--- config.mk ---
export PLATFORM = sky130hd
export DESIGN_NAME = pcs_tx_code_group
export DESIGN_NICKNAME = d
export VERILOG_FILES = /design/src/rtl/pcs_tx_code_group.sv
export SDC_FILE = /design/constraint.sdc
export NUM_CORES = 1
export LEC_CHECK = 0
export CAP_MARGIN = 15
export CORE_MARGIN = 2
export CORE_UTILIZATION = 40
export CTS_BUF_LIST = sky130_fd_sc_hd__clkbuf_2 sky130_fd_sc_hd__clkbuf_4 sky130_fd_sc_hd__clkbuf_8
export CTS_CLUSTER_DIAMETER = 80
export CTS_CLUSTER_SIZE = 10
export DETAILED_ROUTE_END_ITERATION = 12
export GPL_ROUTABILITY_DRIVEN = 0
export MAX_ROUTING_LAYER = met4
export PLACE_DENSITY = 0.79
export SLEW_MARGIN = 20
export SYNTH_ARGS = -nofsm -noshare
export SYNTH_HDL_FRONTEND = slang
export SYNTH_SLANG_ARGS = --single-unit
--- constraint.sdc ---
create_clock -name clk -period 1.3 [get_ports clk]
set_input_delay 0.26 -clock clk [delete_from_list [all_inputs] [get_ports clk]]
set_output_delay 0.26 -clock clk [all_outputs]
set_load 0.02 [all_outputs]
--- src/rtl/pcs_tx_code_group.sv ---
// 1000BASE-X PCS TX code-group generator: expands ordered-set requests into octet code-groups.
// Latency 1 cycle from handshake to first code-group; no backpressure, one code-group every cycle.
package pcs_tx_pkg;
   typedef enum logic [3:0] {
      OS_I  = 4'h0,
      OS_C  = 4'h1,
      OS_S  = 4'h2,
      OS_T  = 4'h3,
      OS_R  = 4'h4,
      OS_V  = 4'h5,
      OS_D  = 4'h6,
      OS_LI = 4'h7
   } ordered_set_t;
endpackage

module pcs_tx_code_group
   import pcs_tx_pkg::*;
#(
   parameter bit LPI_EN = 1'b1
) (
   input  logic        clk,
   input  logic        rst,
   input  logic [3:0]  tx_o_set,
   input  logic [7:0]  txd,
   input  logic [15:0] tx_config_reg,
   input  logic        tx_disparity,
   output logic [7:0]  tx_code_group,
   output logic        tx_is_k,
   output logic        tx_even,
   output logic        tx_oset_indicate,
   output logic        tx_align_err
);

   localparam logic [7:0] K28_5 = 8'hBC;
   localparam logic [7:0] K27_7 = 8'hFB;
   localparam logic [7:0] K29_7 = 8'hFD;
   localparam logic [7:0] K23_7 = 8'hF7;
   localparam logic [7:0] K30_7 = 8'hFE;
   localparam logic [7:0] D_I1  = 8'hC5;
   localparam logic [7:0] D_I2  = 8'h50;
   localparam logic [7:0] D_LI1 = 8'hA6;
   localparam logic [7:0] D_LI2 = 8'h9A;
   localparam logic [7:0] D_C1  = 8'hB5;
   localparam logic [7:0] D_C2  = 8'h42;

   typedef enum logic [2:0] {
      ST_SINGLE,
      ST_K1,
      ST_CG2,
      ST_CG3,
      ST_CG4
   } state_t;

   state_t      state;
   logic [15:0] cfg_q;
   logic        disp_q;
   logic        is_cfg_q;
   logic        is_lpi_q;
   logic        c_toggle;

   logic        in_cfg;
   logic        in_lpi;
   logic        in_idle;
   logic        in_multi;
   logic [7:0]  single_cg;
   logic        single_k;
   logic [7:0]  second_cg;

   // Classify the request offered at the handshake edge.
   always_comb begin
      in_cfg    = (tx_o_set == OS_C);
      in_lpi    = LPI_EN && (tx_o_set == OS_LI);
      in_idle   = (tx_o_set == OS_I) || (!LPI_EN && (tx_o_set == OS_LI));
      in_multi  = in_cfg || in_lpi || in_idle;
      single_cg = K30_7;
      single_k  = 1'b1;
      case (tx_o_set)
         OS_S:    single_cg = K27_7;
         OS_T:    single_cg = K29_7;
         OS_R:    single_cg = K23_7;
         OS_D: begin
            single_cg = txd;
            single_k  = 1'b0;
         end
         default: single_cg = K30_7;
      endcase
   end

   // Second code-group of a multi-cg set uses only values latched at the handshake.
   always_comb begin
      second_cg = disp_q ? D_I1 : D_I2;
      if (is_cfg_q) begin
         second_cg = c_toggle ? D_C2 : D_C1;
      end else if (is_lpi_q) begin
         second_cg = disp_q ? D_LI1 : D_LI2;
      end
   end

   always_ff @(posedge clk or posedge rst) begin
      if (rst) begin
         state            <= ST_SINGLE;
         tx_code_group    <= K28_5;
         tx_is_k          <= 1'b1;
         tx_even          <= 1'b0;
         tx_oset_indicate <= 1'b1;
         tx_align_err     <= 1'b0;
         c_toggle         <= 1'b0;
         cfg_q            <= 16'h0000;
         disp_q           <= 1'b0;
         is_cfg_q         <= 1'b0;
         is_lpi_q         <= 1'b0;
      end else begin
         tx_even      <= ~tx_even;
         tx_align_err <= 1'b0;
         if (tx_oset_indicate) begin
            cfg_q    <= tx_config_reg;
            disp_q   <= tx_disparity;
            is_cfg_q <= in_cfg;
            is_lpi_q <= in_lpi;
            if (!in_cfg) begin
               c_toggle <= 1'b0;
            end
            if (in_multi) begin
               state            <= ST_K1;
               tx_code_group    <= K28_5;
               tx_is_k          <= 1'b1;
               tx_oset_indicate <= 1'b0;
               // Current position even means the next one is odd: misaligned start.
               tx_align_err     <= tx_even;
            end else begin
               state            <= ST_SINGLE;
               tx_code_group    <= single_cg;
               tx_is_k          <= single_k;
               tx_oset_indicate <= 1'b1;
            end
         end else begin
            case (state)
               ST_K1: begin
                  state            <= ST_CG2;
                  tx_code_group    <= second_cg;
                  tx_is_k          <= 1'b0;
                  tx_oset_indicate <= !is_cfg_q;
               end
               ST_CG2: begin
                  state            <= ST_CG3;
                  tx_code_group    <= cfg_q[7:0];
                  tx_is_k          <= 1'b0;
                  tx_oset_indicate <= 1'b0;
               end
               ST_CG3: begin
                  state            <= ST_CG4;
                  tx_code_group    <= cfg_q[15:8];
                  tx_is_k          <= 1'b0;
                  tx_oset_indicate <= 1'b1;
                  c_toggle         <= ~c_toggle;
               end
               default: begin
                  state            <= ST_SINGLE;
                  tx_code_group    <= K30_7;
                  tx_is_k          <= 1'b1;
                  tx_oset_indicate <= 1'b1;
               end
            endcase
         end
      end
   end

endmodule

# Word level (Yosys, flattened, before mapping)
# Index checks and enable logic that the tools add are counted.
dict set report word_totals {
  register_bits 35
  input_bits 31
  output_inout_bits 12
}
dict set report op_classes {
  n_eq_ne 10
  muxes 24
  bitwise 2
  reduce_logical 7
}
# operator n
set ops {}
lappend ops {{$mux 8} 6}
lappend ops {{$pmux 8 s4} 1}
lappend ops {{$pmux 8 s3} 1}
lappend ops {{$eq 4x3->1 const B} 3}
lappend ops {{$mux 1} 12}
lappend ops {{$pmux 3 s3} 1}
lappend ops {{$eq 4x2->1 const B} 2}
lappend ops {{$eq 3x2->1 const B} 2}
lappend ops {{$mux 6} 1}
lappend ops {{$eq 4x1->1 const B} 1}
lappend ops {{$logic_not 4->1} 1}
lappend ops {{$eq 3x1->1 const B} 1}
lappend ops {{$mux 3} 1}
lappend ops {{$reduce_or 3->1} 1}
lappend ops {{$logic_or 1x1->1} 2}
lappend ops {{$ne 2x2->1 const B} 1}
lappend ops {{$not 1->1} 2}
lappend ops {{$pmux 1 s2} 1}
lappend ops {{$reduce_and 2->1} 1}
lappend ops {{$reduce_bool 2->1} 1}
lappend ops {{$logic_not 1->1} 1}

# Longest topological paths before layout
# Gate-level depths: netlist of the first run.
dict set report logic_depth {
  depth_word 5
  mapped_depth 6
  depth_no_buf 4
}

# Least setup slack after synthesis of the first run
# OpenSTA, ideal clock, no wires.
dict set report synth_timing {
  path_kind {register -> register}
  start {reg tx_oset_indicate}
  end {reg cfg_q[0]}
  setup_ps 125
  arrival_time_ps 1294
  t_required_ps 1175
  setup_slack_ps -119
  path_stages_with_launch 4
  synth_period_minus_slack_ps 1419
  cell_sequence {dfstp_2 -> buf_2 -> buf_2 -> mux2_2}
}
# element line
set synth_rtl {}
lappend synth_rtl {{start: declaration} 30} ;# output logic tx_oset_indicate,
lappend synth_rtl {{start signal: assignment} 142} ;# tx_oset_indicate <= !is_cfg_q;
lappend synth_rtl {{end signal: assignment} 116} ;# cfg_q <= tx_config_reg;
lappend synth_rtl {{end: declaration} 55} ;# logic [15:0] cfg_q;
# No word-level cell between the ends.

# Worst setup path in the final report of the first run
dict set report layout_timing {
  start {reg state[0]}
  end {reg tx_code_group[7]}
}
dict set report layout_between {
  elab_chain_len 3
  elab_cells_between_ends 5
}
# element line
set layout_rtl {}
lappend layout_rtl {{start: declaration} 54} ;# state_t state;
lappend layout_rtl {{start signal: assignment} 101} ;# state <= ST_SINGLE;
lappend layout_rtl {{start signal: assignment} 124} ;# state <= ST_K1;
lappend layout_rtl {{start signal: assignment} 131} ;# state <= ST_SINGLE;
lappend layout_rtl {{$eq 3x2->1 / $eq 3x1->1 (equally long branches)} 137} ;# case (state)
lappend layout_rtl {{$pmux 8 s3 (*)} 137}
lappend layout_rtl {{$mux 8 (*)} 115} ;# if (tx_oset_indicate) begin
lappend layout_rtl {{end signal: assignment} 132} ;# tx_code_group <= single_cg;
lappend layout_rtl {{end signal: assignment} 140} ;# tx_code_group <= second_cg;
lappend layout_rtl {{end signal: assignment} 146} ;# tx_code_group <= cfg_q[7:0];
lappend layout_rtl {{end: declaration} 27} ;# output logic [7:0] tx_code_group,
# Mark *: on every way between the ends. The rest lies on a longest branch, timed or not.
# A chain may end at the register's enable or synchronous reset.

==> results of run 1 <==
[routing by layer]
metal  global-route usage [%]  vias up
met5                        -        -
met4                     11.8        0
met3                     3.78       12
met2                     28.8       47
met1                     24.0      669
li1                         -      656
[stage by stage]
step / instance area, µm² / setup TNS (ps) / power [mW]
floorplan: 1680 / -2.61 / 1.43
detailed placement: 2300 / -3120 / 1.65
finish: 2590 / -280 / 2.52
CTS: 2390 / -868 / 2.45
global placement: 2300 / -2870 / 1.64
global route: 2590 / -826 / 2.62
[Yosys cell counts, types with 2 or more instances]
master / number / area, µm²
inv_1: 3 / 11.3
or2_2: 2 / 12.5
nand2_1: 12 / 45.0
and3_1: 2 / 12.5
a32o_1: 2 / 20.0
dfrtp_1: 28 / 701
o21ai_0: 6 / 30.0
nor2_1: 6 / 22.5
nor3b_1: 2 / 15.0
mux2_2: 20 / 225
nand2b_1: 7 / 43.8
a21oi_1: 8 / 40.0
o32a_1: 2 / 20.0
a211oi_1: 2 / 15.0
nor2b_1: 5 / 31.3
and2_1: 2 / 12.5
nand3_1: 5 / 25.0
a31oi_1: 3 / 18.8
buf_2: 5 / 25.0
dfstp_2: 7 / 184
[worst paths after layout]
kind	start	to	slack [ps]
max	state[0]$_DFF_PP0_	tx_code_group[7]$_DFF_PP1_	-70
min	rst	tx_align_err$_DFF_PP0_	310
max reg2reg	state[0]$_DFF_PP0_	tx_code_group[7]$_DFF_PP1_	-70
min reg2reg	tx_even$_DFF_PP0_	tx_even$_DFF_PP0_	440
max in group asynchronous	rst	tx_code_group[4]$_DFF_PP1_	750
min in group clk	tx_even$_DFF_PP0_	tx_even$_DFF_PP0_	440
[repair_timing]
item / 4_1_cts / 5_1_grt
setup endpoints to repair: 34 / 26
pin swaps: 4 / 6
setup buffers: 0 / 4
cloned: 0 / 2
gates resized for setup: 39 / 35
[critical path, delay by kind of cell, from the launching register on]
kind	cells	cell delay, ps
AOI/OAI and AO/OA	2	510
DFF	1	460
muxes	1	320
[power by group through the flow]
stage          sequential (mW)  combinational, mW  clock [mW]
3_5_place_dp              1.22              0.430           0
6_report                  1.21              0.510       0.797
5_1_grt                   1.22              0.547       0.854
2_1_floorplan             1.23              0.203           0
3_3_place_gp              1.22              0.422           0
4_1_cts                   1.20              0.429       0.819
[layout make-up]
cell class              instances  area [µm²]
fillers                       312        1410
flip-flops and latches         35         887
multi-input cells             100         855
repair buffers                 70         683
clock buffers                   7        83.8
well taps                      50        62.6
inverters                       3        11.3
clock inverters                 1        5.00
[cell families (layout without fill, tap and decap cells)]
kind of cell	count (synthesis)	count (layout)	synth area share, %
AOI/OAI and AO/OA	30	30	12.5
xor gates and xnor gates	1	1	0.530
DFF	35	35	53.5
buffers and inverters	9	81	2.88
and+or+nand+nor	47	47	15.4
muxes	22	22	15.1
==> metrics.csv, run 1 <==
metric;value;unit
status;finished, violations left;
violated checks;setup timing;
first-pass GRT wire length;6220;µm
cells along the critical path;mux2_4 -> a32o_1 -> o32a_1;
met2 wire length;2070;µm
layout cells sized above 1;42.6;%
crit start category;flop;
clk_skew;3.13;ps
Syn Inst Count;144;
switching pwr;0.631;mW
HP Class;in -> async;
sequential element share of the synthesized area;53.5;%
Remaining DRCs;0;
# hold bufs at CTS;0;
Top Ports;43;
WHS;311;ps
PortBufs;42;
DRT Wirelength;4170;µm
metal3 WL;233;µm
Setup CP Type;reg -> reg;
clock group share of total power;31.7;%
WL/cell;15.7;µm
syn nets;175;
Slew HR;79.8;%
Crit-path slowest cell;dfrtp_2;
Synth Warn #;0;
number of synthesized flops with an enable pin;0;
Non-Filler Instances;266;
die outline width;68.3;µm
initial antenna violation count;0;
GRT overflow;0;
Total GRT Usage;19.2;%
Area Overhead vs Synth;56.5;%
CP Capture Type;flop;
Post-DP HPWL;2810;µm
Vias;1384;
unrepaired setup endpoints after global routing;true;
drt first pass iters;4;
Nets;246;
CP Data Required Time;1520;ps
final core occ;64.7;%
delay of the slowest critical-path stage;460;ps
setup slack at placement;-230;ps
count of cell types in the netlist;35;
max-cap violation count;0;
setup violators final;12;
PD cells;972;mW/mm²
number of cells on the worst reg-to-reg path;3;
Flop pwr share;48.0;%
Hold Violations, Final;0;
vias in the first global route;1305;
mean number of vias per cell;5.20;
Slew Limit Fails;0;
antenna cells;0;
Root Driver;clkbuf_8;
clock-pin transition on the worst setup and hold timing paths;70;ps
clock sink total;35;
Top reg by flops;cfg_q;
Top Layer Used;met4;
clk buf depth;2;
commonest non-fill, non-tap cell in the layout;clkdlybuf4s50_1;
Most used DFF post-synth;dfrtp_1;
Chip Height;68.3;µm
# rows;23;
max reg flops;16;
post-route ant nets;0;
cell count after placement;252;
internal power;1.89;mW
CTS tree;done;
Met1 Routed Length;1740;µm
worst-path fanout max;6;
fin crit period;1370;ps
Initial Util;41.3;%
1st-iter DRT viols;105;
Synth async-reset ratio;100;%
Peak Freq;0.731;GHz
Mapped Area;0.00165;mm²
Num CTS Buffers;5;
final critical-path setup slack;-68.2;ps
worst vdd ir;707;µV
Syn Area/Cell;11.5;µm²
H-tree lvl count;2;
Die ar.;0.00466;mm²
Largest regs;cfg_q: 16 flops, tx_code_group: 8 flops, state: 3 flops;
most frequent cells in the layout;30 x clkdlybuf4s50_1, 26 x dfrtp_1, 19 x buf_4, 15 x mux2_4, 11 x nand2_1;
Lkg Pwr;1.14;nW
fin crit share;105;%
clk_lat worst skew;290;ps
Least-Margin Pin Slew;304;ps
pin count of the biggest net entering global routing;36;
core box area;0.00400;mm²
Sw Share;25.1;%
Yosys reg bits;35;
WP data arrival;1590;ps
combinational power share;20.3;%
(Power assumes the default switching activity.)
==> run 2, diff against run 1 <==
--- a/config.mk
+++ b/config.mk
@@ -6,6 +6,7 @@
 export NUM_CORES = 1
 export LEC_CHECK = 0
 export CAP_MARGIN = 15
+export CORE_ASPECT_RATIO = 2
 export CORE_MARGIN = 2
 export CORE_UTILIZATION = 40
 export CTS_BUF_LIST = sky130_fd_sc_hd__clkbuf_2 sky130_fd_sc_hd__clkbuf_4 sky130_fd_sc_hd__clkbuf_8
==> metrics.csv, run 2 (same netlist as run 1, synthesis figures left out) <==
metric;value;unit;change
pin count of the biggest net entering global routing;36;;unchanged
Sw Share;22.9;%;-2.2 points
Total GRT Usage;19.5;%;+0.29 points
Flop pwr share;44.9;%;-3.1 points
Area Overhead vs Synth;52.6;%;
Root Driver;clkbuf_8;;
H-tree lvl count;2;;unchanged
CP Capture Type;flop;;
GRT overflow;0;;unchanged
antenna cells;0;;unchanged
fin crit period;1420;ps;+56.8 ps
Post-DP HPWL;2900;µm;+3.5%
cells along the critical path;or3b_4 -> a21oi_4 -> a211oi_2 -> a31oi_1;;
Slew Limit Fails;0;;unchanged
die outline width;49.5;µm;-28%
Peak Freq;0.702;GHz;-4.0%
crit start category;flop;;
delay of the slowest critical-path stage;450;ps;about the same
mean number of vias per cell;5.17;;-0.70%
Hold Violations, Final;0;;unchanged
status;finished, violations left;;
internal power;2.06;mW;+9.4%
Vias;1364;;-1.4%
post-route ant nets;0;;unchanged
Least-Margin Pin Slew;322;ps;+18.4 ps
clk_skew;2.42;ps;-0.705 ps
setup slack at placement;-244;ps;-14.2 ps
Non-Filler Instances;264;;-0.75%
layout cells sized above 1;42.5;%;-0.14 points
Slew HR;78.5;%;-1.2 points
CP Data Required Time;1510;ps;about the same
clk buf depth;2;;unchanged
core box area;0.00405;mm²;+1.2%
first-pass GRT wire length;6600;µm;+6.1%
Chip Height;94.9;µm;+39%
1st-iter DRT viols;57;;-46%
clock sink total;35;;unchanged
Bufs and invs on worst path;0;;unchanged
combinational power share;18.0;%;-2.3 points
Power Total;2.68;mW;+6.4%
HP Class;in -> async;;
Num CTS Buffers;5;;unchanged
R2R Setup Slk;-120;ps;-60 ps
worst-path fanout max;5;;-1
unrepaired setup endpoints after global routing;true;;
WL/cell;15.9;µm;+1.4%
WP data arrival;1630;ps;+40 ps
DRT Wirelength;4190;µm;+0.65%
# hold bufs at CTS;0;;unchanged
max reg flops;16;;unchanged
drt first pass iters;4;;unchanged
# rows;33;;+43%
Die ar.;0.00469;mm²;+0.67%
setup violators final;6;;-6
Setup CP Type;reg -> reg;;
worst vdd ir;712;µV;+0.75%
switching pwr;0.613;mW;-2.8%
Nets;242;;-1.6%
PortBufs;42;;unchanged
most frequent cells in the layout;30 x clkdlybuf4s50_1, 26 x dfrtp_1, 19 x buf_4, 12 x mux2_2, 11 x nand2_1;;
Lkg Pwr;1.08;nW;-5.1%
violated checks;setup timing;;
Largest regs;cfg_q: 16 flops, tx_code_group: 8 flops, state: 3 flops;;
cell count after placement;251;;-0.40%
Initial Util;40.8;%;-0.47 points
commonest non-fill, non-tap cell in the layout;clkdlybuf4s50_1;;
final core occ;62.3;%;-2.3 points
Remaining DRCs;0;;unchanged
fin crit share;110;%;+4.4 points
vias in the first global route;1438;;+10%
clock group share of total power;37.0;%;+5.3 points
CTS tree;done;;
final critical-path setup slack;-125;ps;-56.8 ps
clock-pin transition on the worst setup and hold timing paths;70;ps;about the same
PD cells;1060;mW/mm²;+9.1%
max-cap violation count;0;;unchanged
Top Ports;43;;unchanged
initial antenna violation count;0;;unchanged
CP top delay family;compound AO/OA/AOI/OAI gates;;
Top reg by flops;cfg_q;;
Crit-path slowest cell;dfrtp_2;;
clk_lat worst skew;290;ps;about the same
==> run 2: through the flow <==
step | setup TNS [ps] | cell area, µm² | hold slack (ps)
4_1_cts | -652 | 2430 | 322
6_report | -389 | 2520 | 310
5_1_grt | -672 | 2520 | 331
3_3_place_gp | -2420 | 2260 | 434
3_5_place_dp | -2650 | 2260 | 438
2_1_floorplan | -2.61 | 1680 | 327
==> run 2: power groups by stage <==
stage | logic, mW | clock network, mW | registers, mW
2_1_floorplan | 0.203 | 0 | 1.23
3_3_place_gp | 0.421 | 0 | 1.22
3_5_place_dp | 0.428 | 0 | 1.22
4_1_cts | 0.443 | 1.02 | 1.20
5_1_grt | 0.520 | 1.07 | 1.21
6_report | 0.483 | 0.991 | 1.20
==> run 2: final cells by class <==
class                   count  area, µm²
fillers                   351       1520
flip-flops and latches     35        887
multi-input cells         100        846
clock inverters             2       35.0
well taps                  52       65.1
clock buffers               6       82.6
repair buffers             66        596
inverters                   3       11.3
==> run 2: metal layers <==
metal,part of all wire [%],track usage (%),wire (µm)
met1,35,18.4,1450
met2,59,36.8,2480
met3,3.3,4.43,139
met4,2.9,8.56,123
met5,0,-,0
==> run 2: what timing repair did <==
| action | CTS | global route |
|---|---|---|
| hold endpoints to repair | 0 | 0 |
| buffers inserted | 4 | 0 |
| pin swaps | 5 | 3 |
| cloned | 1 | 0 |
| gates resized for setup | 42 | 26 |
| setup endpoints to repair | 28 | 26 |
==> run 2: worst paths after layout <==
| path | from | to | cells past startpoint |
|---|---|---|---|
| worst max-delay path | state[0]$_DFF_PP0_ | tx_code_group[2]$_DFF_PP1_ | 4 |
| worst min-delay path | rst | tx_even$_DFF_PP0_ | 3 |
| worst max register to register | state[0]$_DFF_PP0_ | tx_code_group[2]$_DFF_PP1_ | 4 |
| worst min register to register | tx_even$_DFF_PP0_ | tx_even$_DFF_PP0_ | 1 |
| max in group asynchronous | rst | tx_is_k$_DFF_PP1_ | 3 |
| min in group clk | tx_even$_DFF_PP0_ | tx_even$_DFF_PP0_ | 1 |
==> run 2: worst min-delay path, stage by stage <==
cell and delay (ps):
clkdlybuf4s50_1 400, inv_1 90, buf_12 210
==> run 3, diff against run 2 <==
--- a/config.mk
+++ b/config.mk
@@ -15,7 +15,7 @@
 export DETAILED_ROUTE_END_ITERATION = 12
 export GPL_ROUTABILITY_DRIVEN = 0
 export MAX_ROUTING_LAYER = met4
-export PLACE_DENSITY = 0.79
+export PLACE_DENSITY = 0.77
 export SLEW_MARGIN = 20
 export SYNTH_ARGS = -nofsm -noshare
 export SYNTH_HDL_FRONTEND = slang
==> constraint.sdc (replaced) <==
create_clock -name clk -period 1.36 [get_ports clk]
set_input_delay 0.272 -clock clk [delete_from_list [all_inputs] [get_ports clk]]
set_output_delay 0.272 -clock clk [all_outputs]
set_load 0.02 [all_outputs]
==> metrics.csv, run 3 (same netlist as run 1, synthesis figures left out) <==
metric;value;unit;change
Top Ports;43;;unchanged
R2R Setup Slk;20;ps;+140 ps
drt first pass iters;4;;unchanged
CTS tree;done;;
HP Class;in -> async;;
setup violators final;0;;-6
Slew Limit Fails;0;;unchanged
clk_lat worst skew;290;ps;about the same
clock group share of total power;31.2;%;-5.8 points
Largest regs;cfg_q: 16 flops, tx_code_group: 8 flops, state: 3 flops;;
H-tree lvl count;2;;unchanged
pin count of the biggest net entering global routing;36;;unchanged
DRT Wirelength;3850;µm;-8.2%
PortBufs;42;;unchanged
worst r2r dst;tx_code_group[0]$_DFF_PP0_;;
Top reg by flops;cfg_q;;
Vias;1333;;-2.3%
setup slack at placement;-206;ps;+37.9 ps
Post-DP HPWL;2920;µm;+0.63%
Total GRT Usage;18.2;%;-1.3 points
worst vdd ir;670;µV;-5.9%
Flop pwr share;50.3;%;+5.4 points
post-route ant nets;0;;unchanged
GRT overflow;0;;unchanged
Initial Util;40.8;%;unchanged
PD cells;947;mW/mm²;-11%
setup TNS;0;ps;+389 ps
Chip Height;94.9;µm;unchanged
Peak Freq;0.745;GHz;+6.1%
# rows;33;;unchanged
clk buf depth;2;;unchanged
first-pass GRT wire length;6150;µm;-6.8%
max-cap violation count;0;;unchanged
number of cells on the worst reg-to-reg path;5;;+1
1st-iter DRT viols;24;;-58%
unrepaired setup endpoints after global routing;true;;
Placed Area;0.00228;mm²;+0.55%
# hold bufs at CTS;0;;unchanged
commonest non-fill, non-tap cell in the layout;clkdlybuf4s50_1;;
worst-path fanout max;4;;-1
Root Driver;clkbuf_8;;
layout cells sized above 1;39.0;%;-3.4 points
max reg flops;16;;unchanged
clock sink total;35;;unchanged
clock-pin transition on the worst setup and hold timing paths;70;ps;about the same
core box area;0.00405;mm²;unchanged
status;finished clean;;
# fillers;378;;+7.7%
fin crit share;98.7;%;-11 points
switching pwr;0.573;mW;-6.6%
fin area;0.00241;mm²;-4.5%
most frequent cells in the layout;30 x clkdlybuf4s50_1, 26 x dfrtp_1, 20 x mux2_2, 18 x buf_4, 11 x nand2_1;;
Setup CP Type;reg -> reg;;
internal power;1.71;mW;-17%
clk_skew;6.02;ps;+3.59 ps
CP Data Required Time;1530;ps;+20 ps
Least-Margin Pin Slew;263;ps;-59.1 ps
fin crit period;1340;ps;-82.4 ps
CP Capture Type;flop;;
Die ar.;0.00469;mm²;unchanged
crit start category;flop;;
Power Total;2.28;mW;-15%
combinational power share;18.5;%;+0.5 points
Area Overhead vs Synth;45.8;%;
Slew HR;82.4;%;+3.8 points
WL/cell;14.7;µm;-7.5%
mean number of vias per cell;5.09;;-1.5%
Num CTS Buffers;5;;unchanged
WP data arrival;1510;ps;-120 ps
Remaining DRCs;0;;unchanged
final critical-path setup slack;17.4;ps;+142 ps
Nets;240;;-0.83%
vias in the first global route;1343;;-6.6%
Reg-to-Reg Start;state[0]$_DFF_PP0_;;
Hold Violations, Final;0;;unchanged
Lkg Pwr;1.02;nW;-5.8%
die outline width;49.5;µm;unchanged
initial antenna violation count;0;;unchanged
antenna cells;0;;unchanged
Sw Share;25.1;%;+2.2 points
==> run 3: changes by cell type in the layout (fill, tap and decap cells not counted), moves of 3 or more <==
cell / before / now
clkdlybuf4s15_2: 0 / 3
mux2_4: 9 / 1
mux2_2: 12 / 20
nor2_2: 0 / 3
buf_2: 7 / 4
==> run 3: routing by layer <==
| metal | track usage [%] | part of all wire (%) | up-vias | routed length, µm |
|---|---|---|---|---|
| li1 | - | - | 638 | - |
| met1 | 18.6 | 37 | 640 | 1410 |
| met2 | 31.6 | 55 | 44 | 2120 |
| met3 | 4.11 | 4.3 | 11 | 166 |
| met4 | 10.2 | 4.0 | 0 | 152 |
| met5 | - | 0 | - | 0 |
==> run 3: cell type report <==
class	instances	area, µm²	share of cell area [%]
flip-flops and latches	35	887	36.8
well taps	52	65.1	2.70
repair buffers	64	596	24.7
clock inverters	3	15.0	0.623
inverters	3	11.3	0.467
multi-input cells	100	767	31.8
clock buffers	5	68.8	2.86
==> run 3: worst max path at each step <==
stage                                    start                    endpoint  slack (ps)  depth (start not counted)
finish                      state[0]$_DFF_PP0_  tx_code_group[0]$_DFF_PP0_          20                          5
global route                state[2]$_DFF_PP0_  tx_code_group[3]$_DFF_PP1_         -60                          4
CTS                         state[1]$_DFF_PP0_  tx_code_group[5]$_DFF_PP1_         0.5                          4
detailed placement                 tx_o_set[1]        is_cfg_q$_DFFE_PP0P_        -210                          4
global placement                   tx_o_set[1]        c_toggle$_DFFE_PP0P_        -150                          5
floorplan           tx_oset_indicate$_DFF_PP1_  tx_code_group[7]$_DFF_PP1_          10                          5
==> run 3: repair_timing <==
| item | 4_1_cts | 5_1_grt |
|---|---|---|
| endpoints found under the hold margin | 0 | 0 |
| buffers inserted | 2 | 0 |
| pin swaps | 2 | 1 |
| endpoints found under the setup margin | 20 | 17 |
| resized for setup | 35 | 12 |
==> run 3: power by group through the flow <==
stage,logic [mW],clock network [mW],registers (mW)
3_5_place_dp,0.410,0,1.17
2_1_floorplan,0.188,0,1.18
3_3_place_gp,0.405,0,1.17
5_1_grt,0.455,0.779,1.16
4_1_cts,0.419,0.735,1.15
6_report,0.423,0.711,1.15
==> run 3: per-stage QoR <==
| stage | hold slack, ps | cells | util (%) |
|---|---|---|---|
| 6_report | 323 | 262 | 59.6 |
| 3_5_place_dp | 452 | 252 | 56.3 |
| 2_1_floorplan | 339 | 144 | - |
| 3_3_place_gp | 453 | 252 | 56.3 |
| 5_1_grt | 340 | 262 | 59.6 |
| 4_1_cts | 327 | 262 | 59.4 |
==> run 3: worst max-delay path, stage by stage (launching register included) <==
cell	delay, ps
dfrtp_2	450
buf_4	150
buf_4	130
mux2_2	270
a22oi_2	150
o21ai_1	70
